## src/rtl/apb_cmd_master.sv

```systemverilog
// Single-outstanding command-to-APB3 bridge: one command in, one APB transfer out, one response back.
// Optional wait-state timeout ends a stalled ACCESS phase with an error response.
module apb_cmd_master #(
    parameter int APB_ADDR_WIDTH = 12,
    parameter int TIMEOUT_CYCLES = 255
) (
    input  logic                      CLK,
    input  logic                      RSTN,
    input  logic                      cmd_valid,
    output logic                      cmd_ready,
    input  logic                      cmd_write,
    input  logic [APB_ADDR_WIDTH-1:0] cmd_addr,
    input  logic [31:0]               cmd_wdata,
    output logic                      rsp_valid,
    input  logic                      rsp_ready,
    output logic [31:0]               rsp_rdata,
    output logic                      rsp_err,
    output logic                      rsp_timeout,
    output logic [APB_ADDR_WIDTH-1:0] PADDR,
    output logic [31:0]               PWDATA,
    output logic                      PWRITE,
    output logic                      PSEL,
    output logic                      PENABLE,
    input  logic [31:0]               PRDATA,
    input  logic                      PREADY,
    input  logic                      PSLVERR
);

    typedef enum logic [1:0] {IDLE, SETUP, ACCESS, RESP} state_e;

    localparam bit          TO_EN   = (TIMEOUT_CYCLES != 0);
    localparam logic [15:0] TO_LAST = TO_EN ? 16'(TIMEOUT_CYCLES - 1) : 16'd0;

    state_e                    state_q, state_d;
    logic [APB_ADDR_WIDTH-1:0] paddr_q, paddr_d;
    logic [31:0]               pwdata_q, pwdata_d;
    logic                      pwrite_q, pwrite_d;
    logic                      psel_q, psel_d;
    logic                      penable_q, penable_d;
    logic                      rsp_valid_q, rsp_valid_d;
    logic [31:0]               rsp_rdata_q, rsp_rdata_d;
    logic                      rsp_err_q, rsp_err_d;
    logic                      rsp_timeout_q, rsp_timeout_d;
    logic [15:0]               wait_cnt_q, wait_cnt_d;

    // NOTE: every signal written here gets its hold value first, so no path can infer a latch.
    always_comb begin
        state_d       = state_q;
        paddr_d       = paddr_q;
        pwdata_d      = pwdata_q;
        pwrite_d      = pwrite_q;
        psel_d        = psel_q;
        penable_d     = penable_q;
        rsp_valid_d   = rsp_valid_q;
        rsp_rdata_d   = rsp_rdata_q;
        rsp_err_d     = rsp_err_q;
        rsp_timeout_d = rsp_timeout_q;
        wait_cnt_d    = wait_cnt_q;

        case (state_q)
            IDLE: begin
                if (cmd_valid) begin
                    paddr_d    = cmd_addr;
                    pwdata_d   = cmd_wdata;
                    pwrite_d   = cmd_write;
                    psel_d     = 1'b1;
                    wait_cnt_d = 16'd0;
                    state_d    = SETUP;
                end
            end
            SETUP: begin
                penable_d = 1'b1;
                state_d   = ACCESS;
            end
            ACCESS: begin
                // PREADY is tested first so a completion on the timeout cycle still succeeds.
                if (PREADY) begin
                    rsp_rdata_d   = pwrite_q ? 32'd0 : PRDATA;
                    rsp_err_d     = PSLVERR;
                    rsp_timeout_d = 1'b0;
                    psel_d        = 1'b0;
                    penable_d     = 1'b0;
                    rsp_valid_d   = 1'b1;
                    state_d       = RESP;
                end else if (TO_EN && (wait_cnt_q == TO_LAST)) begin
                    rsp_rdata_d   = 32'd0;
                    rsp_err_d     = 1'b1;
                    rsp_timeout_d = 1'b1;
                    psel_d        = 1'b0;
                    penable_d     = 1'b0;
                    rsp_valid_d   = 1'b1;
                    state_d       = RESP;
                end else begin
                    wait_cnt_d = wait_cnt_q + 16'd1;
                end
            end
            RESP: begin
                if (rsp_ready) begin
                    rsp_valid_d = 1'b0;
                    state_d     = IDLE;
                end
            end
            default: state_d = IDLE;
        endcase
    end

    // NOTE: state registers use non-blocking assignment so all flops update from pre-edge values.
    always_ff @(posedge CLK or negedge RSTN) begin
        if (!RSTN) begin
            state_q       <= IDLE;
            paddr_q       <= '0;
            pwdata_q      <= '0;
            pwrite_q      <= 1'b0;
            psel_q        <= 1'b0;
            penable_q     <= 1'b0;
            rsp_valid_q   <= 1'b0;
            rsp_rdata_q   <= '0;
            rsp_err_q     <= 1'b0;
            rsp_timeout_q <= 1'b0;
            wait_cnt_q    <= '0;
        end else begin
            state_q       <= state_d;
            paddr_q       <= paddr_d;
            pwdata_q      <= pwdata_d;
            pwrite_q      <= pwrite_d;
            psel_q        <= psel_d;
            penable_q     <= penable_d;
            rsp_valid_q   <= rsp_valid_d;
            rsp_rdata_q   <= rsp_rdata_d;
            rsp_err_q     <= rsp_err_d;
            rsp_timeout_q <= rsp_timeout_d;
            wait_cnt_q    <= wait_cnt_d;
        end
    end

    assign cmd_ready   = (state_q == IDLE);
    assign PADDR       = paddr_q;
    assign PWDATA      = pwdata_q;
    assign PWRITE      = pwrite_q;
    assign PSEL        = psel_q;
    assign PENABLE     = penable_q;
    assign rsp_valid   = rsp_valid_q;
    assign rsp_rdata   = rsp_rdata_q;
    assign rsp_err     = rsp_err_q;
    assign rsp_timeout = rsp_timeout_q;

endmodule

```

## config.mk

```make
export PLATFORM = sky130hd
export DESIGN_NAME = apb_cmd_master
export DESIGN_NICKNAME = d
export VERILOG_FILES = /design/src/rtl/apb_cmd_master.sv
export SDC_FILE = /design/constraint.sdc
export NUM_CORES = 1
export LEC_CHECK = 0
export ABC_AREA = 1
export CAP_MARGIN = 20
export CORE_ASPECT_RATIO = 0.8
export CORE_MARGIN = 8
export CORE_UTILIZATION = 40
export CTS_BUF_LIST = sky130_fd_sc_hd__clkbuf_8
export CTS_CLUSTER_SIZE = 40
export DETAILED_ROUTE_END_ITERATION = 10
export MAX_ROUTING_LAYER = met4
export PLACE_DENSITY = 0.73
export SYNTH_ARGS = -nofsm -noshare
export SYNTH_HDL_FRONTEND = slang
export SYNTH_SLANG_ARGS = --single-unit
```

## constraint.sdc

```tcl
create_clock -name CLK -period 1.7 [get_ports CLK]
set_input_delay 0.34 -clock CLK [delete_from_list [all_inputs] [get_ports CLK]]
set_output_delay 0.34 -clock CLK [all_outputs]
set_load 0.1 [all_outputs]
```

==> results of run 1 <==
-- worst max-delay path: cells and delay by family (launching register included) --
family / cells / cell delay, ps
fa+ha+maj: 1 / 190
buf+inv: 2 / 300
flops: 1 / 420
-- worst paths after layout --
path,endpoint,start,cells past startpoint,slack (ps)
max in group asynchronous,rsp_rdata[24],RSTN,3,690
min,PADDR[10],RSTN,2,460
min in group CLK,PWDATA[18],cmd_wdata[18],3,500
max reg2reg,rsp_rdata[6],wait_cnt_q[12],8,130
max,cmd_ready,state_q[1],3,100
min reg2reg,rsp_rdata[26],rsp_rdata[26],2,540
-- area by class of cell --
cell class / count / area share [%]
Sequential cell: 100 / 33.4
Clock inverter: 7 / 1.23
Timing Repair Buffer: 182 / 35.7
Inverter: 29 / 1.52
Tap cell: 144 / 2.40
Clock buffer: 9 / 1.65
Multi-Input combinational cell: 397 / 24.1
-- flip-flops by register name, summed over array words and instances (netlist names) --
register	count
PENABLE	1
PSEL	1
rsp_err	1
rsp_rdata	32
PADDR	12
PWDATA	32
wait_cnt_q	16
rsp_timeout	1
rsp_valid	1
PWRITE	1
state_q	2
-- cell usage after synthesis (2+ instances only) --
library cell / n
nand4_1: 9
ha_1: 6
inv_1: 26
buf_6: 3
inv_2: 3
nor2_1: 24
clkbuf_1: 8
o21ai_0: 10
xnor2_1: 3
buf_2: 6
dfrtp_1: 100
nand3_1: 51
buf_4: 3
or2_2: 2
nand2_1: 275
buf_1: 2
nand3_2: 2
nand2_2: 3
o21bai_1: 4
-- through the flow --
stage	hold WS (ps)	area (um^2)	setup TNS [ps]	utilization, %	setup WS, ps
finish	458	7500	0	68.9	97.3
floorplan	44.4	4480	0	-	23.5
detailed placement	326	7190	-1480	66.1	-114
global placement	317	7190	0	66.1	34.0
global route	476	7500	0	68.9	15.5
CTS	451	7430	0	68.2	22.5
-- layer usage --
metal	GRT usage, %	up-vias	wire, um
met3	6.25	18	1080
met5	-	-	0
met2	30.2	145	6520
met4	5.53	0	239
met1	22.7	2009	5930
li1	-	2050	-
-- kinds of logic after synthesis --
family | Yosys count
AND/OR/NAND/NOR | 369
flip-flops | 100
buffers and inverters | 52
AO/OA/AOI/OAI | 17
adder cells (fa/ha/maj) | 6
XOR/XNOR | 4
-- timing repair --
item	in CTS	in global routing
pin swaps	0	1
gates cloned	0	1
buffers inserted	1	0
gates resized for setup	1	16
setup endpoints to repair	33	35
hold buffers	1	0
endpoints found under the hold margin	30	0
==> impl_metrics.toml, run 1 <==
[worst_setup_path]
start_kind = "register"
crit_required_ps = 1360
worstPathMaxFanout = 4
path_class = "reg2out"
worstPathArrival_ps = 1260
critPathCaptureType = "primary output"
cp_cell_sequence = "inv_1, ha_4, buf_12"
cp_slowest_cell = "dfrtp_1"
slowest_delay_ps = 420

[logic_synthesis]
synth_top_family_by_area = "simple AND/OR/NAND/NOR gates"
synthSimpleGateAreaFrac_pct = 33.9
synth-async-reset-ratio_pct = 100
syn_nets = 637
synth_top_area_share_pct = 56.0
synth-adder-area-share_pct = 1.68
synth.area.mux_share_pct = 0
syn_inst = 548
synth_area_mm2 = 0.00447
synth_compound_area_share_pct = 2.27
synthXorXnorAreaFrac_pct = 0.785
syn_area_per_cell_um2 = 8.15
yosysWarnings = 0
synth_ff_type = "dfrtp_1"
synth.distinct_cells = 27
yosysSeqAreaShare_pct = 56.0
yosys.area.top_type = "dfrtp_1"
synthTopCellsByArea = "dfrtp_1, nand2_1, nand3_1"
synth-seq-cells = 100
synth-edff-count = 0

[final_layout]
final_layout_size_suffix_gt1_share_pct = 19.1
final_nets = 808
layout_commonest_cell = "nand2_1"
fill_cells = 851
seq_area_mm2 = 0.00250
final_cell_mix = "nand2_1, dfrtp_1, buf_12"
multi_input_area_mm2 = 0.00181
stdcell_count = 868
diodes = 0
area_growth_pct = 67.9

[cts]
cts_root_buf = "clkbuf_8"
numCtsBuffers = 9
clockBufferDepth = 2
cts.clk_slew.worst_paths_ps = 90
clock_latency_ps = 360
cts.htree.levels = 3
numClockSinks = 100
cts_tree = "yes"

[placement]
hpwlAfterDp_mm = 10.6
globalplace.congestion = 0.959
portBuffers = 165
dp.cells = 850

[global_routing]
grt_pass1_vias = 4303
grt_use_total_pct = 19.0
grt_overflow = 0
grt_max_degree = 47
antenna_found_initial = 0
grt_first_pass_wirelength_mm = 22.1

[die]
core-area_mm2 = 0.0109
fp.dieW_um = 134
num_rows = 34
start_util_pct = 41.0
fp.dieH_um = 111
ios = 166
die-area_mm2 = 0.0148

[routing]
vias = 4222
ant_nets = 0
drt_wl_total_mm = 13.8
drc = 0
wire_per_inst_um = 15.9
drt_iter0_markers = 207
vias_per_cell = 4.86
drtPass1Iterations = 4

[sta]
fin_crit_sh_pct = 94.3
tightest_slew_ps = 463
finalClockSkew_ps = 14.3
rsz0062_at_grt = "false"
finalSetupViolCount = 0
relSlewSlack_pct = 69.1
hold_violations = 0
min_period_ps = 1600
slew_viol_final = 0
max_freq_ghz = 0.624

[hold_path]
hold_class = "in2async"

[status]
status = "completed"

[run]
max_cap_violations = 0
Power of run 1 is not shown: default switching activity piles up to over one toggle a cycle in this logic, so the estimate is an artifact.
==> inputs of run 2 (changes only) <==
REMOVE_ABC_BUFFERS = 1   (was unset)
==> run 2 against run 1 <==
Die area is the same. Fmax is 2.9% lower. Final area is 1.0% higher. Utilization grew 0.71 points. Global-route usage grew 0.46 points. Final cell count up 0.46%. Critical path depth rose by 1. Clock-buffer cell count unchanged.
==> impl_metrics.toml, run 2 (synthesized netlist as in run 1, its figures left out) <==
[status]
status = "completed"

[final_layout]
final_nets = 812
diodes = 0
area_growth_pct = 69.7
stdcell_count = 872
final_cell_mix = "nand2_1, dfrtp_1, buf_12"
seq_area_mm2 = 0.00250
fill_cells = 811
layout_commonest_cell = "nand2_1"
multi_input_area_mm2 = 0.00182
final_layout_size_suffix_gt1_share_pct = 19.6

[worst_setup_path]
slowest_delay_ps = 420
start_kind = "register"
worstPathMaxFanout = 3
critPathCaptureType = "primary output"
path_class = "reg2out"
worstPathArrival_ps = 1310
cp_slowest_cell = "dfrtp_1"
crit_required_ps = 1360
cp_cell_sequence = "inv_2, ha_4, buf_6, buf_12"

[die]
fp.dieH_um = 111
core-area_mm2 = 0.0109
fp.dieW_um = 134
start_util_pct = 41.0
num_rows = 34
ios = 166
die-area_mm2 = 0.0148

[sta]
slew_viol_final = 0
tightest_slew_ps = 434
worst_slack_ps = 49.2
relSlewSlack_pct = 71.1
fin_crit_sh_pct = 97.1
finalSetupViolCount = 0
min_period_ps = 1650
tns_ps = 0
max_freq_ghz = 0.606
finalClockSkew_ps = 8.67
hold_violations = 0
rsz0062_at_grt = "true"

[routing]
drtPass1Iterations = 5
drc = 0
drt_iter0_markers = 442
vias = 4302
ant_nets = 0
wire_per_inst_um = 16.1
vias_per_cell = 4.93
drt_wl_total_mm = 14.0

[cts]
cts_root_buf = "clkbuf_8"
cts.clk_slew.worst_paths_ps = 100
cts.htree.levels = 3
numCtsBuffers = 9
clock_latency_ps = 360
clockBufferDepth = 2
cts_tree = "yes"
numClockSinks = 100

[placement]
portBuffers = 165
dp.cells = 850
hpwlAfterDp_mm = 10.5
place_ws_ps = -85.6
globalplace.congestion = 0.899

[global_routing]
grt_max_degree = 47
grt_use_total_pct = 19.5
grt_first_pass_wirelength_mm = 22.9
antenna_found_initial = 0
grt_overflow = 0
grt_pass1_vias = 4393

[hold_path]
hold_class = "in2async"

[run]
max_cap_violations = 0
[run 2: changes by cell type in the layout (fill, tap and decap cells not counted), sizes merged]
cell      before  now
clkinvlp       1    0
bufinv         2    3
buf          100  103
nand3         55   56
inv           32   30
clkinv         1    3
[run 2: critical path, delay by kind of cell (launching register included)]
kind | cells | cell delay [ps]
adder cells (fa/ha/maj) | 1 | 160
buffers and inverters | 3 | 370
flip-flops | 1 | 420
[run 2: repair_timing]
action	CTS	global route
setup buffers	2	1
endpoints found under the setup margin	33	51
endpoints found under the hold margin	27	0
cloned	0	2
pin swaps	0	4
gates resized for setup	4	19
hold buffers	1	0
[run 2: per-layer routing]
metal	track usage [%]	share of wire, %
met1	23.9	43
met5	-	0
met3	5.84	7.9
met4	5.68	1.6
met2	30.5	47
[run 2: final timing paths]
| kind | endpoint | startpoint | slack (ps) | cells past startpoint |
|---|---|---|---|---|
| worst max register to register | wait_cnt_q[7] | state_q[0] | 100 | 8 |
| worst min register to register | PWDATA[1] | PWDATA[1] | 550 | 2 |
| worst max-delay path | cmd_ready | state_q[0] | 50 | 4 |
| max in group asynchronous | wait_cnt_q[12] | RSTN | 690 | 3 |
| min in group CLK | PWDATA[4] | cmd_wdata[4] | 500 | 3 |
| worst min-delay path | state_q[0] | RSTN | 450 | 2 |
[run 2: layout make-up]
type,count,share of cell area [%]
clock inverters,7,1.54
flip-flops and latches,100,33.0
clock buffers,9,1.64
repair buffers,185,35.8
inverters,29,1.54
well taps,144,2.38
multi-input cells,398,24.0
[run 2: through the flow]
step | util [%] | cell area, um^2 | hold WS, ps
global placement | 66.1 | 7190 | 307
floorplan | - | 4340 | 44.4
detailed placement | 66.1 | 7190 | 311
global route | 69.6 | 7580 | 466
finish | 69.6 | 7580 | 452
CTS | 68.6 | 7470 | 442
Power of run 2 is left out for the same reason.
